$ cat config.mk
export PLATFORM = sky130hd
export DESIGN_NAME = fake_mem_credit_bridge
export DESIGN_NICKNAME = d
export VERILOG_FILES = /design/src/rtl/fake_mem_credit_bridge.sv
export SDC_FILE = /design/constraint.sdc
export NUM_CORES = 1
export LEC_CHECK = 0
export CAP_MARGIN = 20
export CORE_MARGIN = 2
export CORE_UTILIZATION = 41
export CTS_BUF_LIST = sky130_fd_sc_hd__clkbuf_4
export DETAILED_ROUTE_END_ITERATION = 10
export HOLD_SLACK_MARGIN = 0.08
export PLACE_DENSITY = 0.68
export SYNTH_ARGS = -nofsm -noshare
export SYNTH_HDL_FRONTEND = slang
export SYNTH_SLANG_ARGS = --single-unit
$ cat constraint.sdc
create_clock -name core_ref_clk -period 9.7 [get_ports core_ref_clk]
set_input_delay 1.94 -clock core_ref_clk [delete_from_list [all_inputs] [get_ports core_ref_clk]]
set_output_delay 1.94 -clock core_ref_clk [all_outputs]
set_load 0.1 [all_outputs]
$ cat src/rtl/fake_mem_credit_bridge.sv
// Credit-to-val/rdy bridge for fake memory endpoints: ingress credit FIFO, egress
// delay FIFO with per-entry timestamps, downstream credit counter, flit counters, sticky errors.
module fake_mem_credit_bridge #(
    parameter int DATA_W      = 64,
    parameter int IN_DEPTH    = 4,
    parameter int OUT_DEPTH   = 4,
    parameter int OUT_CREDITS = 4,
    parameter int DELAY_W     = 8,
    parameter int TS_W        = 10
) (
    input  logic               core_ref_clk,
    input  logic               sys_rst_n,
    input  logic [DATA_W-1:0]  noc_in_data,
    input  logic               noc_in_valid,
    output logic               noc_in_yummy,
    output logic [DATA_W-1:0]  mem_req_data,
    output logic               mem_req_valid,
    input  logic               mem_req_ready,
    input  logic [DATA_W-1:0]  mem_resp_data,
    input  logic               mem_resp_valid,
    output logic               mem_resp_ready,
    output logic [DATA_W-1:0]  noc_out_data,
    output logic               noc_out_valid,
    input  logic               noc_out_yummy,
    input  logic [DELAY_W-1:0] cfg_resp_delay,
    output logic [63:0]        flit_i_cnt,
    output logic [63:0]        flit_o_cnt,
    output logic               err_overflow,
    output logic               err_credit
);

    localparam int IN_PW  = (IN_DEPTH > 1) ? $clog2(IN_DEPTH) : 1;
    localparam int IN_CW  = $clog2(IN_DEPTH + 1);
    localparam int OUT_PW = (OUT_DEPTH > 1) ? $clog2(OUT_DEPTH) : 1;
    localparam int OUT_CW = $clog2(OUT_DEPTH + 1);
    localparam int CR_W   = $clog2(OUT_CREDITS + 1);

    localparam logic [IN_CW-1:0]  IN_FULL  = IN_CW'(IN_DEPTH);
    localparam logic [IN_CW-1:0]  IN_ONE   = IN_CW'(1);
    localparam logic [IN_PW-1:0]  IN_LAST  = IN_PW'(IN_DEPTH - 1);
    localparam logic [IN_PW-1:0]  IN_PONE  = IN_PW'(1);
    localparam logic [OUT_CW-1:0] OUT_FULL = OUT_CW'(OUT_DEPTH);
    localparam logic [OUT_CW-1:0] OUT_ONE  = OUT_CW'(1);
    localparam logic [OUT_PW-1:0] OUT_LAST = OUT_PW'(OUT_DEPTH - 1);
    localparam logic [OUT_PW-1:0] OUT_PONE = OUT_PW'(1);
    localparam logic [CR_W-1:0]   CR_MAX   = CR_W'(OUT_CREDITS);
    localparam logic [CR_W-1:0]   CR_ONE   = CR_W'(1);
    localparam logic [TS_W-1:0]   TS_ONE   = TS_W'(1);

    // ---------------- ingress ----------------
    logic [DATA_W-1:0] r_in_mem [IN_DEPTH];
    logic [IN_PW-1:0]  r_in_wr_ptr;
    logic [IN_PW-1:0]  r_in_rd_ptr;
    logic [IN_CW-1:0]  r_in_cnt;
    logic              r_in_yummy;
    logic [63:0]       r_flit_i_cnt;
    logic              r_err_overflow;
    logic              w_in_full;
    logic              w_in_wr;
    logic              w_in_rd;

    // Full check uses pre-read occupancy, so a write into a full FIFO drops even if it drains this cycle.
    assign w_in_full     = (r_in_cnt == IN_FULL);
    assign w_in_wr       = noc_in_valid && !w_in_full;
    assign mem_req_valid = (r_in_cnt != '0);
    assign mem_req_data  = r_in_mem[r_in_rd_ptr];
    assign w_in_rd       = mem_req_valid && mem_req_ready;
    assign noc_in_yummy  = r_in_yummy;
    assign flit_i_cnt    = r_flit_i_cnt;
    assign err_overflow  = r_err_overflow;

    always_ff @(posedge core_ref_clk) begin
        if (!sys_rst_n) begin
            r_in_wr_ptr    <= '0;
            r_in_rd_ptr    <= '0;
            r_in_cnt       <= '0;
            r_in_yummy     <= 1'b0;
            r_flit_i_cnt   <= '0;
            r_err_overflow <= 1'b0;
        end else begin
            r_in_yummy <= w_in_rd;
            if (w_in_wr) begin
                r_in_mem[r_in_wr_ptr] <= noc_in_data;
                r_in_wr_ptr           <= (r_in_wr_ptr == IN_LAST) ? '0 : r_in_wr_ptr + IN_PONE;
                r_flit_i_cnt          <= r_flit_i_cnt + 64'd1;
            end
            if (noc_in_valid && w_in_full) begin
                r_err_overflow <= 1'b1;
            end
            if (w_in_rd) begin
                r_in_rd_ptr <= (r_in_rd_ptr == IN_LAST) ? '0 : r_in_rd_ptr + IN_PONE;
            end
            if (w_in_wr && !w_in_rd) begin
                r_in_cnt <= r_in_cnt + IN_ONE;
            end else if (!w_in_wr && w_in_rd) begin
                r_in_cnt <= r_in_cnt - IN_ONE;
            end
        end
    end

    // ---------------- egress ----------------
    logic [DATA_W-1:0] r_out_mem [OUT_DEPTH];
    logic [TS_W-1:0]   r_out_ts  [OUT_DEPTH];
    logic [OUT_PW-1:0] r_out_wr_ptr;
    logic [OUT_PW-1:0] r_out_rd_ptr;
    logic [OUT_CW-1:0] r_out_cnt;
    logic [TS_W-1:0]   r_now;
    logic [CR_W-1:0]   r_credits;
    logic [63:0]       r_flit_o_cnt;
    logic              r_err_credit;
    logic              w_out_empty;
    logic              w_out_wr;
    logic [TS_W-1:0]   w_head_age;
    logic              w_head_elig;
    logic              w_send;

    // Age is taken modulo 2^TS_W, so entries queued across a timestamp wrap still release on time.
    assign w_out_empty    = (r_out_cnt == '0);
    assign mem_resp_ready = (r_out_cnt != OUT_FULL);
    assign w_out_wr       = mem_resp_valid && mem_resp_ready;
    assign w_head_age     = r_now - r_out_ts[r_out_rd_ptr];
    assign w_head_elig    = !w_out_empty &&
                            (w_head_age >= {{(TS_W-DELAY_W){1'b0}}, cfg_resp_delay});
    assign w_send         = w_head_elig && (r_credits != '0);
    assign noc_out_valid  = w_send;
    assign noc_out_data   = w_out_empty ? '0 : r_out_mem[r_out_rd_ptr];
    assign flit_o_cnt     = r_flit_o_cnt;
    assign err_credit     = r_err_credit;

    always_ff @(posedge core_ref_clk) begin
        if (!sys_rst_n) begin
            r_out_wr_ptr <= '0;
            r_out_rd_ptr <= '0;
            r_out_cnt    <= '0;
            r_now        <= '0;
            r_credits    <= CR_MAX;
            r_flit_o_cnt <= '0;
            r_err_credit <= 1'b0;
        end else begin
            r_now <= r_now + TS_ONE;
            if (w_out_wr) begin
                r_out_mem[r_out_wr_ptr] <= mem_resp_data;
                r_out_ts[r_out_wr_ptr]  <= r_now;
                r_out_wr_ptr            <= (r_out_wr_ptr == OUT_LAST) ? '0 : r_out_wr_ptr + OUT_PONE;
            end
            if (w_send) begin
                r_out_rd_ptr <= (r_out_rd_ptr == OUT_LAST) ? '0 : r_out_rd_ptr + OUT_PONE;
                r_flit_o_cnt <= r_flit_o_cnt + 64'd1;
            end
            if (w_out_wr && !w_send) begin
                r_out_cnt <= r_out_cnt + OUT_ONE;
            end else if (!w_out_wr && w_send) begin
                r_out_cnt <= r_out_cnt - OUT_ONE;
            end
            // A yummy paired with a send cancels out and is never an overflow.
            case ({w_send, noc_out_yummy})
                2'b10:   r_credits <= r_credits - CR_ONE;
                2'b01: begin
                    if (r_credits == CR_MAX) begin
                        r_err_credit <= 1'b1;
                    end else begin
                        r_credits <= r_credits + CR_ONE;
                    end
                end
                default: r_credits <= r_credits;
            endcase
        end
    end

endmodule

==> results.md, run 1 <==
* First-pass GRT wire length at 105000 um
* Final slew viol count at 0
* Syn Area/Cell at 16.0 sq um
* Antenna violations before repair at 7
* Maximum clock path buffer count at 3
* Slew HR at 26.7%
* Peak supply drop at 0.000237 V
* Port buffer count at 403
* Period utilization at slightly below 90%
* Clk_skew at 0.0759 ns
* Combinational share of power at 38.7%
* Die area at between 0.07 and 0.08 sq mm
* Leakage at 12.0 nW
* Initial Utilization at 41.3%
* Synth-to-Final Area Change at 25.6%
* Max Freq at 117 MHz
* Top FF cell, synth: edfxtp_1
* Total track usage at 18.6%
* Detailed Route WL at ~68000 um
* Number of synthesized flops with an enable pin at 552
* Tightest Pin Transition at 1.10 ns
* Root buf cell: clkbuf_4
* Mapped Cells at roughly 1800
* Clock sink count at 714
* Total CTS buffers at 184
* Design Area, Final at 0.0362 sq mm
* Post-CTS Hold Buffers at 0
* FP Rows at 97
* Post-cts resize count at 0
* Critical path arrival at 6.60 ns
* Cell area after technology mapping at 0.0288 sq mm
* Setup TNS at 0 ns
* Pint at 5.85 mW
* HPWL Detailed at 41600 um
* Post-route minimum period at 8.54 ns
* Residual DRC count at 0
* Initial drt markers at 1355
* Req. time, crit path at 7.76 ns
* Switch Pwr at 4.14 mW
* Setup crit start kind: flop
* RD Place Congestion at 0.816
* Critical path class: flop to output port
* Synth top area cells: edfxtp_1, dfxtp_1, mux4_2, and2_1, ha_1
* Sw Share at 41.4%
* Leading cell types in the layout, fill and taps excluded: edfxtp_1, clkdlybuf4s50_1, clkbuf_4
* Commonest non-fill, non-tap cell in the layout: edfxtp_1
* Synth top area share at between 50% and 60%
* Antenna-violating nets left at 0
* Register area share after synthesis at 68.8%
* Status: completed
* FFs w/ async S/R, synth at 0%
* Overflow after GRT at 0
* Post-layout nets at 2495
* Reg clk slew, reported paths at 0.06 ns
* Number of global-route vias before repair at 18800
* Placed Area at 0.0338 sq mm
* Post-CTS Setup Repair Bufs at 0
* Setup violators final at 0
* DIE WIDTH at 269 um
* Hold WC Path Type: flop to flop
* Largest net degree at the start of global routing at 93
* Leading area contributor after synthesis: edfxtp_1
* CTS tree: yes
* Wirelength per Cell at 19.9 um
* Yosys Warn Count at 0
* Via-per-instance ratio at about 5.2
* CP Max Fanout at 35
* Layout cells sized above 1 at 19.2%
* Clock share of power at 25.4%
* Register share of total power at between 30% and 40%
* Core region area at 0.0698 sq mm
* P per Cell Area at ~280 mW/mm^2
* Drt pass-1 iters at 5
* Clock latency on the worst-skew pair at 1.00 ns
* Synth unique cells at a little under 60
* IO Pins at 404
* Seq cells post-synth at 714
* Final hold viol count at 0
* Via count at 17800
* RSZ-0062 raised after global routing: no
* Synthesized Nets at 1978
* Die height at approximately 270 um
* CP Capture Type: output port
* # H-tree levels at 4
* Max-Cap Viols at 0
-- sequential cells by signal, indices dropped and copies added (netlist names), named ones only --
register / cells
flit_i_cnt: 64
r_out_cnt: 3
noc_in_yummy: 1
r_out_mem: 256
err_credit: 1
err_overflow: 1
r_in_mem: 256
r_now: 10
r_out_rd_ptr: 2
r_credits: 3
r_out_ts: 40
r_in_wr_ptr: 2
flit_o_cnt: 64
r_in_rd_ptr: 2
r_in_cnt: 3
r_out_wr_ptr: 2
-- cell usage after synthesis (all sizes together), types with 5 or more instances --
| library cell | count |
|---|---|
| ha | 33 |
| o31ai | 28 |
| dfxtp | 162 |
| nand4 | 36 |
| nand2b | 60 |
| clkbuf | 55 |
| nand3 | 63 |
| o41ai | 16 |
| nor2 | 95 |
| and2 | 85 |
| mux4 | 138 |
| nor3 | 13 |
| nor3b | 6 |
| inv | 36 |
| mux2i | 22 |
| and3 | 36 |
| xnor2 | 33 |
| o311ai | 41 |
| and4 | 9 |
| o21ai | 16 |
| xor2 | 43 |
| edfxtp | 552 |
| or3 | 13 |
| or4 | 5 |
| buf | 35 |
| a21oi | 28 |
| nand2 | 82 |
| nor4 | 12 |
-- cell type report --
cell class              count  area, sq um
clock inverters            66          403
repair buffers            421         4170
inverters                  38          143
clock buffers             260         1950
flip-flops and latches    714        19800
diodes                      4         10.0
well taps                 940         1180
fillers                  5820        33600
multi-input cells         957         8530
-- path summary, 6_finish.rpt --
| check | start | endpoint | slack [ns] | cells past startpoint |
|---|---|---|---|---|
| min reg2reg | err_credit$_SDFFE_PN0P_ | err_credit$_SDFFE_PN0P_ | 0.47 | 1 |
| min | err_credit$_SDFFE_PN0P_ | err_credit$_SDFFE_PN0P_ | 0.47 | 1 |
| max reg2reg | flop | r_out_cnt[2]$_SDFFE_PN0P_ | 3.72 | 20 |
| max | flop | noc_out_valid | 1.16 | 16 |
-- critical path: stages (launching register included) --
cell and delay (ns):
dfxtp_4 0.82, mux4_2 0.59, ha_1 0.23, fa_1 0.41, nand2b_1 0.20, a21oi_1 0.19, o21a_1 0.14, nor2_1 0.05
xnor2_1 0.13, ha_1 0.28, o2111ai_1 0.13, o21ai_0 0.52, a211o_1 0.35, nand2_1 0.08, buf_4 0.26, inv_1 0.09
clkdlybuf4s50_1 1.13
-- layer usage --
metal	part of all wire [%]	track usage (%)
met1	40	21.9
met2	51	31.9
met3	7.2	6.18
met4	1.9	6.38
met5	0.053	0
-- cell families (layout without fill, tap and decap cells) --
logic type | after synthesis | count (layout) | share of synthesized area (%)
adders and majority gates | 37 | 37 | 1.71
muxes | 160 | 160 | 11.5
other | 0 | 4 | 0
xor gates and xnor gates | 76 | 76 | 2.31
DFF | 714 | 714 | 68.8
buffers and inverters | 128 | 785 | 1.78
AOI/OAI and AO/OA | 158 | 158 | 4.05
and+or+nand+nor | 526 | 526 | 9.84
-- through the flow --
stage          util [%]  hold WS (ns)  cells  setup WS (ns)  power [mW]
2_1_floorplan         -         0.454   1799           2.96        6.61
5_1_grt            51.9         0.504   3399          0.701        10.4
4_1_cts            51.9         0.476   3396          0.984        10.1
3_5_place_dp       48.5         0.465   3070           2.16        7.55
6_report           51.9         0.467   3400           1.16        9.99
3_3_place_gp       48.5         0.453   3070           2.18        7.52
-- power groups by stage --
stage                     Clock (mW)  Sequential [mW]  Combinational [mW]
final                           2.54             3.58                3.87
after global routing            2.79             3.61                4.03
after CTS                       2.64             3.59                3.90
after detailed placement           0             3.66                3.89
after global placement             0             3.65                3.87
after floorplan                    0             3.63                2.97
No activity file was read; power rests on OpenSTA's default activity.
==> run 2: changes to the inputs <==
Settings changed: CAP_MARGIN 20 to default.
==> results of run 2 <==
No change in the layout: final DEF, timing and power equal those of run 1.
